`src/rtl/bcd_scan_counter.sv`:
```
// N-digit BCD event counter with a time-multiplexed, one-hot digit scan for a 7-segment driver.
// Count updates one cycle after inc/clr; bcd_out is combinational from registered state.
module bcd_scan_counter #(
  parameter int N_DIGITS = 4,
  parameter int SCAN_DIV = 1000,
  parameter bit BLANK_LZ = 1'b1
) (
  input  logic                  clk,
  input  logic                  rst_n,
  input  logic                  inc,
  input  logic                  clr,
  output logic [4*N_DIGITS-1:0] count_bcd,
  output logic                  carry_out,
  output logic [3:0]            bcd_out,
  output logic [N_DIGITS-1:0]   digit_sel
);

  localparam int PW = (SCAN_DIV > 1) ? $clog2(SCAN_DIV) : 1;
  localparam int IW = (N_DIGITS > 1) ? $clog2(N_DIGITS) : 1;

  logic [4*N_DIGITS-1:0] count_q, count_d;
  logic                  carry_q, carry_d;
  logic [PW-1:0]         presc_q;
  logic [IW-1:0]         idx_q;
  logic [N_DIGITS-1:0]   sel_q;
  logic                  cy;

  always_comb begin
    count_d = count_q;
    carry_d = 1'b0;
    cy      = 1'b0;
    if (clr) begin
      count_d = '0;
    end else if (inc) begin
      cy = 1'b1;
      // Ripple the decimal carry from the least significant digit upward.
      for (int k = 0; k < N_DIGITS; k++) begin
        if (cy) begin
          if (count_q[4*k +: 4] == 4'd9) begin
            count_d[4*k +: 4] = 4'd0;
          end else begin
            count_d[4*k +: 4] = count_q[4*k +: 4] + 4'd1;
            cy = 1'b0;
          end
        end
      end
      carry_d = cy;
    end
  end

  always_ff @(posedge clk or negedge rst_n) begin
    if (!rst_n) begin
      count_q <= '0;
      carry_q <= 1'b0;
      presc_q <= '0;
      idx_q   <= '0;
      sel_q   <= {{(N_DIGITS-1){1'b0}}, 1'b1};
    end else begin
      count_q <= count_d;
      carry_q <= carry_d;
      if (presc_q == PW'(SCAN_DIV - 1)) begin
        presc_q <= '0;
        idx_q   <= (idx_q == IW'(N_DIGITS - 1)) ? '0 : idx_q + IW'(1);
        sel_q   <= {sel_q[N_DIGITS-2:0], sel_q[N_DIGITS-1]};
      end else begin
        presc_q <= presc_q + PW'(1);
      end
    end
  end

  logic [N_DIGITS-1:0] blank;
  logic                hz;
  logic [3:0]          dig;
  logic                blk;

  // A digit is blank when it and every more significant digit are zero; digit 0 always shows.
  always_comb begin
    blank = '0;
    hz    = 1'b1;
    for (int k = N_DIGITS - 1; k > 0; k--) begin
      hz       = hz & (count_q[4*k +: 4] == 4'd0);
      blank[k] = hz;
    end
  end

  always_comb begin
    dig = 4'd0;
    blk = 1'b0;
    for (int k = 0; k < N_DIGITS; k++) begin
      if (idx_q == IW'(k)) begin
        dig = count_q[4*k +: 4];
        blk = blank[k];
      end
    end
  end

  assign bcd_out   = (BLANK_LZ && blk) ? 4'hF : dig;
  assign count_bcd = count_q;
  assign carry_out = carry_q;
  assign digit_sel = sel_q;

endmodule

```
`config.mk`:
```
export PLATFORM = sky130hd
export DESIGN_NAME = bcd_scan_counter
export DESIGN_NICKNAME = d
export VERILOG_FILES = /design/src/rtl/bcd_scan_counter.sv
export SDC_FILE = /design/constraint.sdc
export NUM_CORES = 1
export LEC_CHECK = 0
export BUFFER_PORTS_ARGS = -buffer_cell sky130_fd_sc_hd__buf_4
export CAP_MARGIN = 20
export CORE_MARGIN = 2
export CORE_UTILIZATION = 50
export CTS_BUF_LIST = sky130_fd_sc_hd__clkbuf_4 sky130_fd_sc_hd__clkbuf_8
export CTS_CLUSTER_DIAMETER = 200
export CTS_CLUSTER_SIZE = 24
export DETAILED_ROUTE_END_ITERATION = 8
export PLACE_DENSITY_LB_ADDON = 0.15
export REMOVE_ABC_BUFFERS = 1
export SLEW_MARGIN = 15
export SYNTH_ARGS = -nofsm -noshare
export SYNTH_HDL_FRONTEND = slang
export SYNTH_SLANG_ARGS = --single-unit
```
`constraint.sdc`:
```
create_clock -name clk -period 2.2 [get_ports clk]
set_clock_uncertainty 0.1 [all_clocks]
set_input_delay 0.22 -clock clk [delete_from_list [all_inputs] [get_ports clk]]
set_output_delay 0.22 -clock clk [all_outputs]
set_load 0.005 [all_outputs]
```
# [Yosys cells after proc, flatten, opt, wreduce, memory -nomap -nowiden]
# Index checks and enable logic that the tools add are counted.
# Widths: inputs -> output; s select.
[word_totals] out_inout_bits=25 ff_bits=33 in_bits=4
[classes] n_bitwise=2 muxes=34 reduce_logical=11 n_eq_ne=8 add_sub_neg=6
[ops] cell="$mux 4" count=12
[ops] cell="$mux 16" count=2
[ops] cell="$mux 1" count=18
[ops] cell="$add 4x1->4 const B" count=4
[ops] cell="$eq 4x4->1 const B" count=4
[ops] cell="$logic_not 4->1" count=3
[ops] cell="$add 10x1->10 const B" count=1
[ops] cell="$eq 10x10->1 const B" count=1
[ops] cell="$mux 10" count=1
[ops] cell="$reduce_bool 2->1" count=4
[ops] cell="$reduce_and 2->1" count=3
[ops] cell="$eq 2x2->1 const B" count=2
[ops] cell="$add 2x1->2 const B" count=1
[ops] cell="$and 1x1->1" count=2
[ops] cell="$eq 2x1->1 const B" count=1
[ops] cell="$logic_not 2->1" count=1
[ops] cell="$mux 2" count=1

# [Longest topological paths before layout]
[depth] word_depth=13 ltp_mapped=7 depth_no_buf=6

# [Worst setup path before layout]
# Ideal clock, no wire load.
[synth_path] path_kind="register to register" from="register presc_q[0]" to="register sel_q[3] (netlist: digit_sel[3])" stages_incl_launch_ff=6 setup_slack_ns=0.458 arrival_time_ns=1.514 t_required_ns=1.973 synth_period_minus_slack_ns=1.742 setup_time_ns=0.127 path_cell_list="dfrtp_1 > ha_1 > nand3_1 > nor4_4 > buf_6 > mux2_1"
[synth_between] elab_chain_len=1
[synth_rtl] element="start, declared" line_no="23" source="logic [PW-1:0] presc_q;"
[synth_rtl] element="start signal, assigned" line_no="66" source="presc_q <= presc_q + PW'(1);"
[synth_rtl] element="$eq 10x10->1" line_no="61" source="if (presc_q == PW'(SCAN_DIV - 1)) begin"
[synth_rtl] element="end signal, assigned" line_no="57" source="sel_q <= {{(N_DIGITS-1){1'b0}}, 1'b1};"
[synth_rtl] element="end signal, assigned" line_no="64" source="sel_q <= {sel_q[N_DIGITS-2:0], sel_q[N_DIGITS-1]};"
[synth_rtl] element="end, declared" line_no="25" source="logic [N_DIGITS-1:0] sel_q;"
# Every way passes these cells.
# A chain may end at the register's enable or synchronous reset.

# [Worst setup path in the final report]
[layout_path] from="register idx_q[0]" to="output bcd_out[0]"
[layout_between] elab_chain_len=6
[layout_rtl] element="start, declared" line_no="24" source="logic [IW-1:0] idx_q;"
[layout_rtl] element="start signal, assigned" line_no="63" source="idx_q <= (idx_q == IW'(N_DIGITS - 1)) ? '0 : idx_q + IW'(1);"
[layout_rtl] element="$logic_not 2->1" line_no="90" source="if (idx_q == IW'(k)) begin"
[layout_rtl] element="$mux 4 (4 in series)" line_no="90"
[layout_rtl] element="$mux 4 *" line_no="97" source="assign bcd_out = (BLANK_LZ && blk) ? 4'hF : dig;"
[layout_rtl] element="end, declared" line_no="14" source="output logic [3:0] bcd_out,"
# Every way passes the cells marked *; elsewhere a longest branch is shown, timed or not.

==> flow_metrics.tcl <==
set metrics [dict create \
    clock_latency_ns 0.28 \
    netlist.area_leader.share 0.411 \
    seq_power_share 0.480 \
    synthToLayoutAreaGrowth_pct 19.0 \
    layout_setup_ws_ns 0.109 \
    seq_area_um2 827 \
    drt_pre_antenna_iters 4 \
    final_core_util 0.625 \
    outcome "finished clean" \
    power.internal_mw 1.04 \
    use_met2 0.349 \
    multiInputGateArea_mm2 0.00104 \
    hold_violations 0 \
    antenna_cells 0 \
    rsz0062_at_grt "yes" \
    numPortBuffers 28 \
    p_switching_uw 277 \
    final_area_mm2 0.00232 \
    postSynthCellCount 194 \
    htreeDepth 2 \
    crit_slowest_cell "dfrtp_1" \
    post_drt_via_cell_ratio 5.74 \
    drive_gt1_frac 0.221 \
    ys.flop_type "dfrtp_1" \
    placed_cells 265 \
    top_usage_layer "met2" \
    crit_type "reg -> out" \
    first_global_vias 1474 \
    p_leak_nw 1.05 \
    grt_start_max_net_pins 34 \
    synth_common_cells "dfrtp_1 (32), ha_1 (16), o21ai_0 (15)" \
    cts_tree "built" \
    async_flop_share 1.00 \
    start_util 0.525 \
    final-setup-viol-count 0 \
    io_pins 29 \
    crit_fanout 4 \
    nFillCells 316 \
    ys_ff_latch 33 \
    dieHeight_um 66.5 \
    netlist_top_cells_area "dfrtp_1 (41%), ha_1 (10%), o21ai_0 (3.8%), mux2_2 (2.9%), a21oi_1 (2.8%)" \
    synth.most_common_cell "dfrtp_1" \
    finalWeightedCongestion 0.854 \
    worst_pin_slew_ns 0.455 \
    final_cells 274 \
    vias 1574 \
    synthesis.area_mm2 0.00195 \
    dp_hpwl_um 2930 \
    syn_area_per_cell_um2 10.1 \
    power.share.switching 0.210 \
    period_minus_slack_ns 2.09 \
    dpl_cell_area_mm2 0.00219 \
    fmax_mhz 478 \
    grt_first_pass_wirelength_um 6760 \
    met1_usage 0.261 \
    numCtsBuffers 5 \
    cap_violations 0 \
    synth_seq_area_share 0.424 \
    clockPowerShare 0.448 \
    tns_ns 0 \
    clock-root-buffer "clkbuf_8" \
    comb_power_share 0.072 \
    synth_edf_count 0 \
    grt_overflow 0 \
    slew_viol_final 0 \
    grt_usage 0.203 \
    cp.arrival_ns 1.77 \
    drt_iter0_drc 69 \
    yosysWarnings 0 \
    max-vdd-ir-drop_mv 0.482 \
    place_ws_ns 0.265 \
    antenna_found_initial 0 \
    hold_ws_ns 0.178 \
    critical_path.top_delay_family "compound AO/OA/AOI/OAI gates" \
    drt_wl_total_um 4100 \
    powerDensity_mw_per_mm2 568 \
    critPathLaunchType "flip-flop" \
    slew_headroom 0.696 \
    total_power_mw 1.32 \
    rows 22 \
    cts.clk_slew.worst_paths_ns 0.07 \
    design.core.area_mm2 0.00372 \
    drc 0 \
    path_cells "inv_1, ha_1, nor2b_1, a221oi_1, a21oi_1, o22a_1, buf_4" \
    hold_class "in -> reg" \
    die_area_mm2 0.00442 \
    end_kind "output port" \
    worstPathRequired_ns 1.88 \
    max_stage_delay_ns 0.40 \
    clock_sinks 33 \
    gr-usage-met3 0.0507 \
    die_w_um 66.5 \
    nNetsFinal 245 \
    postCtsSetupBuffers 0 \
    critPathBufInv 2 \
    yosys.area.top_type "dfrtp_1" \
    finalCritPeriodShare 0.950 \
    cts.path.max_buffers 2 \
    antenna_left 0 \
    ys_types 45 \
    avgRoutedWirePerCell_um 15.0 \
]
cell type report:
| type | count | share of cell area |
|---|---|---|
| Tap cell | 48 | 0.0259 |
| Clock buffer | 7 | 0.0388 |
| Timing Repair Buffer | 30 | 0.0981 |
| Clock inverter | 1 | 0.0129 |
| Multi-Input combinational cell | 142 | 0.447 |
| Inverter | 13 | 0.0210 |
| Sequential cell | 33 | 0.356 |
final timing paths:
path                                          startpoint                         to  slack (ns)  cells past startpoint
worst max-delay path                idx_q[0]$_DFFE_PN0N_                 bcd_out[0]        0.11                      7
worst min-delay path                                 clr  count_bcd[14]$_DFFE_PN0P_        0.18                      2
worst max register to register  count_bcd[5]$_DFFE_PN0P_  count_bcd[15]$_DFFE_PN0P_        0.26                      6
worst min register to register      presc_q[0]$_DFF_PN0_       presc_q[0]$_DFF_PN0_        0.36                      1
max in group asynchronous                          rst_n   digit_sel[0]$_DFFE_PN1N_        1.34                      2
min in group asynchronous                          rst_n  count_bcd[10]$_DFFE_PN0P_        0.31                      2
routing by layer:
metal / vias to the layer above / wire, µm
li1: 759 / -
met1: 770 / 1880
met2: 43 / 2000
met3: 2 / 212
met4: 0 / 12
met5: - / 0
registers in the layout, summed over array words and instances (netlist names):
| register | count |
|---|---|
| carry_out | 1 |
| count_bcd | 16 |
| digit_sel | 4 |
| idx_q | 2 |
| presc_q | 10 |
power by group through the flow:
stage	clock network [mW]	logic [mW]	registers, mW
detailed placement	0	0.0937	0.643
finish	0.591	0.0942	0.632
global placement	0	0.0907	0.642
CTS	0.609	0.0960	0.632
floorplan	0	0.0407	0.640
global route	0.632	0.107	0.633
cell usage in the layout, fill, tap and decap left out, types with 2 or more instances in the layout:
cell,n
a22o_1,2
xor2_1,2
nand2_1,14
ha_1,14
o21ai_0,15
clkbuf_8,6
nor4_1,2
nor2b_1,3
o22a_1,4
o21bai_1,2
and3b_1,4
buf_4,29
dfrtp_1,32
and2_1,3
o41ai_1,2
a22oi_1,2
xnor2_1,6
nand3_1,9
mux2_2,5
inv_1,13
nor3_1,8
nor2_1,11
or3_1,2
ha_2,2
nor3b_1,2
a21oi_1,11
worst register-to-register path, stage by stage (launching register included):
cell and delay, ns:
dfrtp_1 0.45, inv_1 0.11, ha_1 0.13, and3b_1 0.37, nand4_4 0.19, or3_1 0.38
a21oi_1 0.14
timing repair:
| item | in CTS | in global routing |
|---|---|---|
| endpoints found under the hold margin | 32 | 0 |
| gates resized for setup | 0 | 2 |
| hold buffers | 1 | 0 |
| endpoints found under the setup margin | 0 | 4 |
kinds of logic (layout without fill, tap and decap cells):
group | after synthesis | count (layout) | share of synthesized area
XOR/XNOR | 8 | 8 | 0.0359
flip-flops | 33 | 33 | 0.424
adder cells (fa/ha/maj) | 16 | 16 | 0.103
multiplexers | 6 | 6 | 0.0346
buffers and inverters | 19 | 51 | 0.0468
AO/OA/AOI/OAI | 44 | 44 | 0.149
AND/OR/NAND/NOR | 68 | 68 | 0.207
No activity file was read; power rests on OpenSTA's default activity.
